File: src/rtl/uart_pkt_pkg.sv
// Shared definitions for the UART packet link. Both the transmit framer and
// the packet receiver import this package, so the two ends agree on the
// framing bytes and the error codes.
//   HEADER / FOOTER  : framing bytes; HEADER is also the checksum seed
//   IDENTIFIER       : required low nibble of payload byte0
//   TIMEOUT_CYCLES   : max clocks to wait for the UART TX byte-done pulse
//   ERR_*            : 2-bit error codes carried on o_error
//   tx_state_e       : framer FSM encoding
package uart_pkt_pkg;

    localparam logic [7:0]  HEADER         = 8'hAA;
    localparam logic [7:0]  FOOTER         = 8'h55;
    localparam logic [3:0]  IDENTIFIER     = 4'hC;
    localparam logic [31:0] TIMEOUT_CYCLES = 32'd18000;

    // ERR_CHECKSUM doubles as "bad identifier" on the transmit side.
    localparam logic [1:0] ERR_NONE     = 2'b00;
    localparam logic [1:0] ERR_CHECKSUM = 2'b01;
    localparam logic [1:0] ERR_FOOTER   = 2'b10;
    localparam logic [1:0] ERR_TIMEOUT  = 2'b11;

    typedef enum logic [1:0] {
        TX_IDLE = 2'd0,
        TX_SEND = 2'd1,
        TX_WAIT = 2'd2
    } tx_state_e;

endpackage

File: src/rtl/uart_packet_framer_tx_if.sv
// Byte-level link between the packet framer and the external UART TX.
//   uart_tx_data : byte to serialize
//   uart_tx_dv   : 1-cycle strobe, uart_tx_data valid on that cycle
//   uart_tx_done : 1-cycle pulse from the UART TX, current byte finished
// Handshake: the master issues one dv strobe per byte and then issues
// nothing more until the slave returns exactly one done pulse for it; there
// is no backpressure other than withholding done. A done pulse that arrives
// while the master is not waiting is dropped.
interface uart_packet_framer_tx_if;
    logic [7:0] uart_tx_data;
    logic       uart_tx_dv;
    logic       uart_tx_done;

    modport master (output uart_tx_data, output uart_tx_dv, input  uart_tx_done);
    modport slave  (input  uart_tx_data, input  uart_tx_dv, output uart_tx_done);
endinterface

File: src/rtl/uart_packet_framer_tx.sv
// Transmit-side packet framer. Sends HEADER, the payload bytes (identifier
// first), a running-XOR checksum seeded with HEADER, and FOOTER to the UART TX
// one byte at a time, waiting for the byte-done pulse between bytes.
// Ports:
//   i_clk, i_rst_n : clock, asynchronous active-low reset
//   i_en           : enable; when low the FSM and all state hold
//   i_start        : frame request, sampled only in IDLE
//   i_payload      : (TX_PACKET_LEN-1) bytes, byte k at [8k+7:8k]
//   o_busy         : frame in progress
//   o_done         : 1-cycle pulse when the footer has been accepted
//   o_error        : last error code (held), o_error_dv qualifies it
//   o_dbg_state    : current FSM state
//   uart           : byte link to the UART TX (master side)
module uart_packet_framer_tx
    import uart_pkt_pkg::*;
#(
    parameter int TX_PACKET_LEN = 32
) (
    input  logic                           i_clk,
    input  logic                           i_rst_n,
    input  logic                           i_en,
    input  logic                           i_start,
    input  logic [(TX_PACKET_LEN-1)*8-1:0] i_payload,
    output logic                           o_busy,
    output logic                           o_done,
    output logic [1:0]                     o_error,
    output logic                           o_error_dv,
    output tx_state_e                      o_dbg_state,
    uart_packet_framer_tx_if.master        uart
);

    localparam int PAY_W = (TX_PACKET_LEN - 1) * 8;
    localparam int IDX_W = $clog2(TX_PACKET_LEN + 2);

    localparam logic [IDX_W-1:0] IDX_CSUM   = IDX_W'(TX_PACKET_LEN);
    localparam logic [IDX_W-1:0] IDX_FOOTER = IDX_W'(TX_PACKET_LEN + 1);

    tx_state_e        state_q,   state_d;
    logic [IDX_W-1:0] idx_q,     idx_d;
    logic [31:0]      tmo_q,     tmo_d;
    logic [PAY_W-1:0] shreg_q,   shreg_d;
    logic [7:0]       csum_q,    csum_d;
    logic             busy_q,    busy_d;
    logic             done_q,    done_d;
    logic [1:0]       err_q,     err_d;
    logic             err_dv_q,  err_dv_d;
    logic [7:0]       tx_data_q, tx_data_d;
    logic             tx_dv_q,   tx_dv_d;

    always_ff @(posedge i_clk or negedge i_rst_n) begin
        if (!i_rst_n) begin
            state_q   <= TX_IDLE;
            idx_q     <= '0;
            tmo_q     <= '0;
            shreg_q   <= '0;
            csum_q    <= HEADER;
            busy_q    <= 1'b0;
            done_q    <= 1'b0;
            err_q     <= ERR_NONE;
            err_dv_q  <= 1'b0;
            tx_data_q <= '0;
            tx_dv_q   <= 1'b0;
        end else begin
            state_q   <= state_d;
            idx_q     <= idx_d;
            tmo_q     <= tmo_d;
            shreg_q   <= shreg_d;
            csum_q    <= csum_d;
            busy_q    <= busy_d;
            done_q    <= done_d;
            err_q     <= err_d;
            err_dv_q  <= err_dv_d;
            tx_data_q <= tx_data_d;
            tx_dv_q   <= tx_dv_d;
        end
    end

    always_comb begin
        state_d   = state_q;
        idx_d     = idx_q;
        tmo_d     = tmo_q;
        shreg_d   = shreg_q;
        csum_d    = csum_q;
        busy_d    = busy_q;
        err_d     = err_q;
        tx_data_d = tx_data_q;
        // Pulses default low every cycle, which also forces them low while
        // the block is disabled.
        done_d    = 1'b0;
        err_dv_d  = 1'b0;
        tx_dv_d   = 1'b0;

        if (i_en) begin
            unique case (state_q)
                TX_IDLE: begin
                    if (i_start) begin
                        if (i_payload[3:0] == IDENTIFIER) begin
                            shreg_d = i_payload;
                            csum_d  = HEADER;
                            idx_d   = '0;
                            busy_d  = 1'b1;
                            state_d = TX_SEND;
                        end else begin
                            err_d    = ERR_CHECKSUM;
                            err_dv_d = 1'b1;
                        end
                    end
                end
                TX_SEND: begin
                    tx_dv_d = 1'b1;
                    tmo_d   = '0;
                    state_d = TX_WAIT;
                    if (idx_q == '0) begin
                        tx_data_d = HEADER;
                    end else if (idx_q < IDX_CSUM) begin
                        // Payload bytes leave from the bottom of the shift
                        // register; the checksum folds in each one as sent.
                        tx_data_d = shreg_q[7:0];
                        shreg_d   = shreg_q >> 8;
                        csum_d    = csum_q ^ shreg_q[7:0];
                    end else if (idx_q == IDX_CSUM) begin
                        tx_data_d = csum_q;
                    end else begin
                        tx_data_d = FOOTER;
                    end
                end
                TX_WAIT: begin
                    // done has priority over a coincident timeout.
                    if (uart.uart_tx_done) begin
                        if (idx_q == IDX_FOOTER) begin
                            state_d = TX_IDLE;
                            done_d  = 1'b1;
                            busy_d  = 1'b0;
                        end else begin
                            idx_d   = idx_q + 1'b1;
                            state_d = TX_SEND;
                        end
                    end else if (tmo_q > TIMEOUT_CYCLES) begin
                        state_d  = TX_IDLE;
                        busy_d   = 1'b0;
                        err_d    = ERR_TIMEOUT;
                        err_dv_d = 1'b1;
                    end else begin
                        tmo_d = tmo_q + 32'd1;
                    end
                end
                default: state_d = TX_IDLE;
            endcase
        end
    end

    assign o_busy            = busy_q;
    assign o_done            = done_q;
    assign o_error           = err_q;
    assign o_error_dv        = err_dv_q;
    assign o_dbg_state       = state_q;
    assign uart.uart_tx_data = tx_data_q;
    assign uart.uart_tx_dv   = tx_dv_q;

endmodule

File: src/flat_wrapper.sv
// flat-port wrapper written by rule: the top's interface ports become plain ports
module uart_packet_framer_tx_flat import uart_pkt_pkg::*;
#(
    parameter int TX_PACKET_LEN = 32
)
  (i_clk, i_rst_n, i_en, i_start, i_payload, o_busy, o_done, o_error, o_error_dv, o_dbg_state, uart_uart_tx_data, uart_uart_tx_dv, uart_uart_tx_done);
  uart_packet_framer_tx_if uart_i ();
  input  logic i_clk;
  input  logic i_rst_n;
  input  logic i_en;
  input  logic i_start;
  input  logic [(TX_PACKET_LEN-1)*8-1:0] i_payload;
  output logic o_busy;
  output logic o_done;
  output logic [1:0] o_error;
  output logic o_error_dv;
  output tx_state_e o_dbg_state;
  output wire logic [$bits(uart_i.uart_tx_data)-1:0] uart_uart_tx_data;
  output wire logic [$bits(uart_i.uart_tx_dv)-1:0] uart_uart_tx_dv;
  input wire logic [$bits(uart_i.uart_tx_done)-1:0] uart_uart_tx_done;
  assign uart_uart_tx_data = uart_i.uart_tx_data;
  assign uart_uart_tx_dv = uart_i.uart_tx_dv;
  assign uart_i.uart_tx_done = uart_uart_tx_done;
  uart_packet_framer_tx #(.TX_PACKET_LEN(TX_PACKET_LEN)) u_core (.i_clk(i_clk), .i_rst_n(i_rst_n), .i_en(i_en), .i_start(i_start), .i_payload(i_payload), .o_busy(o_busy), .o_done(o_done), .o_error(o_error), .o_error_dv(o_error_dv), .o_dbg_state(o_dbg_state), .uart(uart_i));
endmodule
File: config.mk
export PLATFORM = sky130hd
export DESIGN_NAME = uart_packet_framer_tx_flat
export DESIGN_NICKNAME = d
export VERILOG_FILES = /design/src/rtl/uart_pkt_pkg.sv /design/src/rtl/uart_packet_framer_tx_if.sv /design/src/rtl/uart_packet_framer_tx.sv /design/src/flat_wrapper.sv
export SDC_FILE = /design/constraint.sdc
export NUM_CORES = 1
export LEC_CHECK = 0
export ABC_AREA = 1
export CELL_PAD_IN_SITES_DETAIL_PLACEMENT = 0
export CELL_PAD_IN_SITES_GLOBAL_PLACEMENT = 1
export CORE_MARGIN = 3
export CORE_UTILIZATION = 40
export CTS_BUF_LIST = sky130_fd_sc_hd__clkbuf_8
export DETAILED_ROUTE_END_ITERATION = 16
export PLACE_DENSITY = 0.87
export REMOVE_ABC_BUFFERS = 1
export SLEW_MARGIN = 20
export SYNTH_ARGS = -nofsm -noshare
export SYNTH_HDL_FRONTEND = slang
export SYNTH_SLANG_ARGS = --single-unit
File: constraint.sdc
create_clock -name i_clk -period 1.9 [get_ports i_clk]
set_input_delay 0.19 -clock i_clk [delete_from_list [all_inputs] [get_ports i_clk]]
set_output_delay 0.19 -clock i_clk [all_outputs]
set_load 0.1 [all_outputs]
## Word level (Yosys, flattened, before mapping)

Cells that the tools add are included.

| operators by class | value |
|---|---|
| $add $sub $neg | 2 |
| $lt $le $gt $ge | 2 |
| equal/unequal tests | 17 |
| multiplexer cells | 50 |
| bitwise gates (word level) | 1 |
| reduce and logical (&&, ||, !) cells | 12 |

Operators by type and width:

| kind | number |
|---|---|
| $mux W248 | 4 |
| $pmux W248 S2 | 1 |
| $mux W32 | 2 |
| $pmux W32 S2 | 1 |
| $mux W8 | 7 |
| $add A32 B1 Y32 const B | 1 |
| $gt A32 B15 Y1 const B | 1 |
| $mux W6 | 4 |
| $reduce_and A6 Y1 | 4 |
| $mux W1 | 17 |
| $mux W2 | 8 |
| $pmux W8 S2 | 1 |
| $ne A2 B2 Y1 const B | 7 |
| $eq A6 B6 Y1 const B | 2 |
| $pmux W6 S2 | 1 |
| $reduce_and A4 Y1 | 2 |
| $xor A8 B8 Y8 | 1 |
| $add A6 B1 Y6 const B | 1 |
| $logic_not A6 Y1 | 1 |
| $lt A6 B6 Y1 const B | 1 |
| $ne A2 B1 Y1 const B | 3 |
| $ne A3 B2 Y1 const B | 2 |
| $pmux W2 S3 | 1 |
| $reduce_bool A2 Y1 | 3 |
| 7 further kinds | 8 |

| word-level totals | value |
|---|---|
| register bits after elaboration | 310 |
| bits of input ports | 253 |
| logic and storage cells | 95 |

## Depth between registers and ports, before layout

| logic depth | value |
|---|---|
| depth after elaboration | 5 |
| depth in mapped cells | 13 |
| mapped depth without buffers | 12 |

## Worst setup path after synthesis

Ideal clock, no wire load.

| timing path | value |
|---|---|
| path type | register to register |
| start point | register u_core.state_q[0], in the netlist u_core.o_dbg_state[0] |
| end point | register u_core.shreg_q[229] |
| setup time | 130 ps |
| data arrival time | 2118 ps |
| setup slack | -348 ps |
| cell stages (with the launch flop) | 12 |
| period minus slack after synthesis | 2248 ps |
| cell sequence | dfrtp_1 inv_2 nand2_1 nor2_1 nor2_2 nand2_1 nor2_2 nand2_2 inv_2 buf_2 buf_2 o21ai_0 |

| on the way | value |
|---|---|
| word-level cells in the longest chain between the ends | 3 |

RTL lines:

| item | line | text |
|---|---|---|
| from (decl) | uart_packet_framer_tx.sv:38 | `tx_state_e state_q, state_d;` |
| from (signal assigned) | uart_packet_framer_tx.sv:64 | `state_q <= state_d;` |
| $eq A2 B1 Y1 or $logic_not A2 Y1 (tied branches) | uart_packet_framer_tx.sv:94 | `unique case (state_q)` |
| $ne A2 B2 Y1 (no source line) (tied with other cells) | -- |  |
| $reduce_and A6 Y1 (no source line) | -- |  |
| to (signal assigned) | uart_packet_framer_tx.sv:67 | `shreg_q <= shreg_d;` |
| to (decl) | uart_packet_framer_tx.sv:41 | `logic [PAY_W-1:0] shreg_q, shreg_d;` |

Several ways; a longest one is shown, not always the timed one.
A chain may end at the register's enable or synchronous reset.

## Worst setup path in the final report

| timing path | value |
|---|---|
| start point | register u_core.idx_q[1] |
| end point | register u_core.shreg_q[96] |

| on the way | value |
|---|---|
| word-level cells in the longest chain between the ends | 3 |

RTL lines:

| item | line | text |
|---|---|---|
| from (decl) | uart_packet_framer_tx.sv:39 | `logic [IDX_W-1:0] idx_q, idx_d;` |
| from (signal assigned) | uart_packet_framer_tx.sv:65 | `idx_q <= idx_d;` |
| $lt A6 B6 Y1 or $logic_not A6 Y1 (tied branches) | uart_packet_framer_tx.sv:115, uart_packet_framer_tx.sv:113 |  |
| $ne A2 B1 Y1 (no source line) or $ne A2 B2 Y1 (tied branches) | -- |  |
| $reduce_and A6 Y1 (no source line) * | -- |  |

Mark *: on every way between the ends. The rest lies on a longest branch, timed or not.

==> summary.txt <==
Clock network
  – Clock sinks: 310
  – Clk_lat worst skew: a little under 0.6 ns
  – H-tree depth: 2
  – TritonCTS clock tree: done
  – CTS Buffer Depth: 3
  – Worst-path clk slew: ~0.06 ns
  – Clk Tree Root Cell: clkbuf_8
  – Total CTS buffers: 54

Floorplanning
  – Initial Util: 0.4072
  – Top-Level Pins: between 200 and 300
  – Core Rows: 70
  – Core Box Area: between 30000 and 40000 um2
  – Die height: about 200 um
  – Die area: between 30000 and 40000 um2
  – Die width: between 150 and 200 um

STA
  – Tcrit/Tclk final: 0.9716
  – Fin. max-slew vios: 0
  – Final worst setup slack: 0.05394 ns
  – Highest Clock Rate: around 540 MHz
  – Worst hold slack: between 0.15 and 0.2 ns
  – RSZ-0062 raised after global routing: true
  – Minimum clock period: roughly 1.8 ns
  – Final setup fails: 0
  – Setup TNS: 0 ns
  – Max_slew headroom: 0.5764
  – Final clock skew: slightly above 0.02 ns
  – Least-Margin Pin Slew: around 0.64 ns
  – Fin. Hold Viols: 0

Global route
  – Initial antenna violation count: 0
  – Vias in the first global route: around 12000
  – GR Util All Layers: 0.1852
  – GRT overflow: 0
  – Largest net degree at the start of global routing: 73
  – First-pass GRT wire length: 60120 um

Logic synthesis
  – Post-synthesis cell count: between 1500 and 2000
  – Synth Area in Simple Gates: 0.1246
  – Yosys reg bits: 310
  – Top_reg_cell synth: dfrtp_1
  – Largest family of logic cells by synthesized area: compound AO/OA/AOI/OAI gates
  – Post-synthesis mux area share: 0
  – Area share of the largest cell type after synthesis: 0.5124
  – Mean Syn Cell Area: 8.495 um2
  – Most common cell in the synthesized netlist: nand2_1
  – Top cells by area, synth: dfrtp_1 (51%), o211ai_1 (12%), nand2_1 (9.0%), o21ai_1 (8.4%), inv_1 (7.5%)
  – Synth Area in Compound Gates: 0.2226
  – Adder-Cell Fraction of Synth Area: 0.004187
  – Fraction of registers with async set/reset: 1.000
  – Post-Syn Area: 14940 um2
  – Post-synth top area cell: dfrtp_1
  – Post-Synth XOR/XNOR Area: 0.009378
  – Number of flops mapped to enable cells by yosys: 0
  – Most frequent cells after synthesis: nand2_1 (358), dfrtp_1 (306), inv_1 (297), o21ai_1 (252), o211ai_1 (240)
  – Sequential area share after synthesis: 0.5195
  – Yosys cell types: 31
  – Yosys warning count: 0

Setup path
  – Worst Setup Start Kind: flip-flop
  – Cell chain of the critical path: inv_2 -> ha_1 -> nand2_1 -> nor2_2 -> o21ai_2 -> nand2_4 -> clkinv_8 -> buf_4 -> clkbuf_16 -> o21ai_1
  – Critical Path RT: between 2 and 2.5 ns
  – Slowest library cell on the worst path: dfrtp_1
  – Largest stage delay, worst path: 0.39 ns
  – Reg2Reg Setup Slack: between 0.05 and 0.06 ns
  – Kind of critical path: flip-flop to flip-flop
  – Setup crit end kind: flip-flop
  – Critical path fanouts, max: 16
  – Data arrival, critical path: approximately 2.4 ns

Drt
  – Final ANT Viol Nets: 0
  – # DRC: 0
  – Initial DRT Pass Iterations: 5
  – DRT iter0 DRCs: between 600 and 700
  – Metal1 wirelength: about 18000 um
  – Via density: 5.021
  – Routed wl met3: 1735 um
  – Met2 WL: roughly 19000 um
  – DR WL/cell: around 16 um
  – Via count: about 13000
  – Routed WL: about 40000 um
  – DR top layer: met4

Placement
  – IO buf count: roughly 270
  – Dpl cells: about 2400
  – DP HPWL: about 26000 um
  – GPL Wtd Cong: 0.8153
  – Post-Place Worst Slack: -0.2251 ns

Final layout
  – Final core utilization: 0.5457
  – Post-layout instance count excluding filler cells: between 2000 and 3000
  – Fin nets: around 2300
  – Fillers: around 3300
  – Area grow syn2layout: 34.02%
  – Layout cells sized above 1: 0.1075

Power and ir drop
  – Clock share of power: 0.203
  – NetSw: 11.69 mW
  – Int Pwr: ~18 mW
  – Sequential Power Share: 0.355
  – Switching share of total power: 0.3975
  – Share of total power in combinational logic: 0.442
  – Leakage: just under 9 nW
  – Pwr per Cell Area: roughly 1500 nW/um2
  – Worst VDD drop: slightly below 0.6 mV

Run
  – Max-cap violations: 0

Worst hold path
  – Worst Hold Class: input pin to flip-flop

Outcome
  – Outcome: complete, no violations
[power by group through the flow]
stage / logic [mW] / clock network (mW) / registers, mW
finish: 13.0 / 5.98 / 10.4
global placement: 11.6 / 0 / 10.4
detailed placement: 11.8 / 0 / 10.5
floorplan: 5.88 / 0 / 11.2
CTS: 11.9 / 6.17 / 10.4
global route: 14.6 / 6.48 / 10.7
[cell type report]
type,count,area (um2),share of cell area
Multi-Input combinational cell,1026,5504,0.2748
Inverter,304,1154,0.05760
Antenna cell,3,7.507,0.0003749
Timing Repair Buffer,358,3925,0.1960
Clock inverter,25,125.1,0.006248
Timing Repair inverter,2,27.53,0.001374
Tap cell,468,585.6,0.02924
Clock buffer,68,935.9,0.04673
Sequential cell,310,7762,0.3876
[through the flow]
stage / total power, mW / cell area (um2)
global route: 31.76 / 20020
detailed placement: 22.36 / 18410
finish: 29.42 / 20030
floorplan: 17.12 / 14300
CTS: 28.52 / 19480
global placement: 21.98 / 18410
[routing by layer]
metal,track usage,vias to the layer above
met5,0,-
met4,0.04971,0
met3,0.03355,49
met2,0.2975,296
met1,0.2604,6105
li1,-,6425
[cell families (layout without fill, tap and decap cells)]
group	count (synthesis)	in the layout
xor+xnor	16	16
other cells	0	3
simple gates	471	471
compound gates	534	534
flops	310	310
fa+ha+maj	5	5
buf+inv	423	757
[worst max-delay path, delay by kind of cell, from the launching register on]
kind / cells / cell delay [ns]
and+or+nand+nor: 3 / 0.38
adders and majority gates: 1 / 0.15
buffers and inverters: 4 / 0.61
AOI/OAI and AO/OA: 2 / 0.22
DFF: 1 / 0.39
[flip-flops by register name, indices dropped and copies added, names as in the netlist]
signal and count:
u_core.shreg_q 248, u_core.tmo_q 32, u_core.csum_q 8, u_core.uart.uart_tx_data 8, u_core.idx_q 6, u_core.o_dbg_state 2
u_core.o_error 2, u_core.o_busy 1, u_core.o_done 1, u_core.o_error_dv 1, u_core.uart.uart_tx_dv 1
[worst paths after layout]
kind,to,cells past startpoint,from
max in group asynchronous,u_core.csum_q[1],3,i_rst_n
max reg2reg,u_core.shreg_q[96],10,u_core.idx_q[1]
min in group asynchronous,u_core.shreg_q[115],2,i_rst_n
min reg2reg,u_core.o_error[0],2,u_core.o_error[0]
min,u_core.shreg_q[241],3,i_payload[241]
max,u_core.shreg_q[96],10,u_core.idx_q[1]
[what timing repair did]
| action | CTS | global route |
|---|---|---|
| gates resized for setup | 0 | 47 |
| setup buffers | 0 | 5 |
| hold buffers | 1 | 0 |
| hold endpoints to repair | 58 | 0 |
| endpoints found under the setup margin | 0 | 218 |
[placed cells by master (no fill, tap or decap), drive strengths merged, types with 5 or more instances in the layout]
cell type / instances
a21boi: 8
nor3: 12
clkinv: 8
clkdlybuf4s50: 251
nand2: 359
o31ai: 6
o211ai: 240
buf: 97
ha: 5
nand3: 43
a21oi: 10
nor2: 52
o21ai: 264
clkbuf: 77
inv: 322
dfrtp: 306
xnor2: 7
xor2: 9
(Power assumes the default switching activity.)
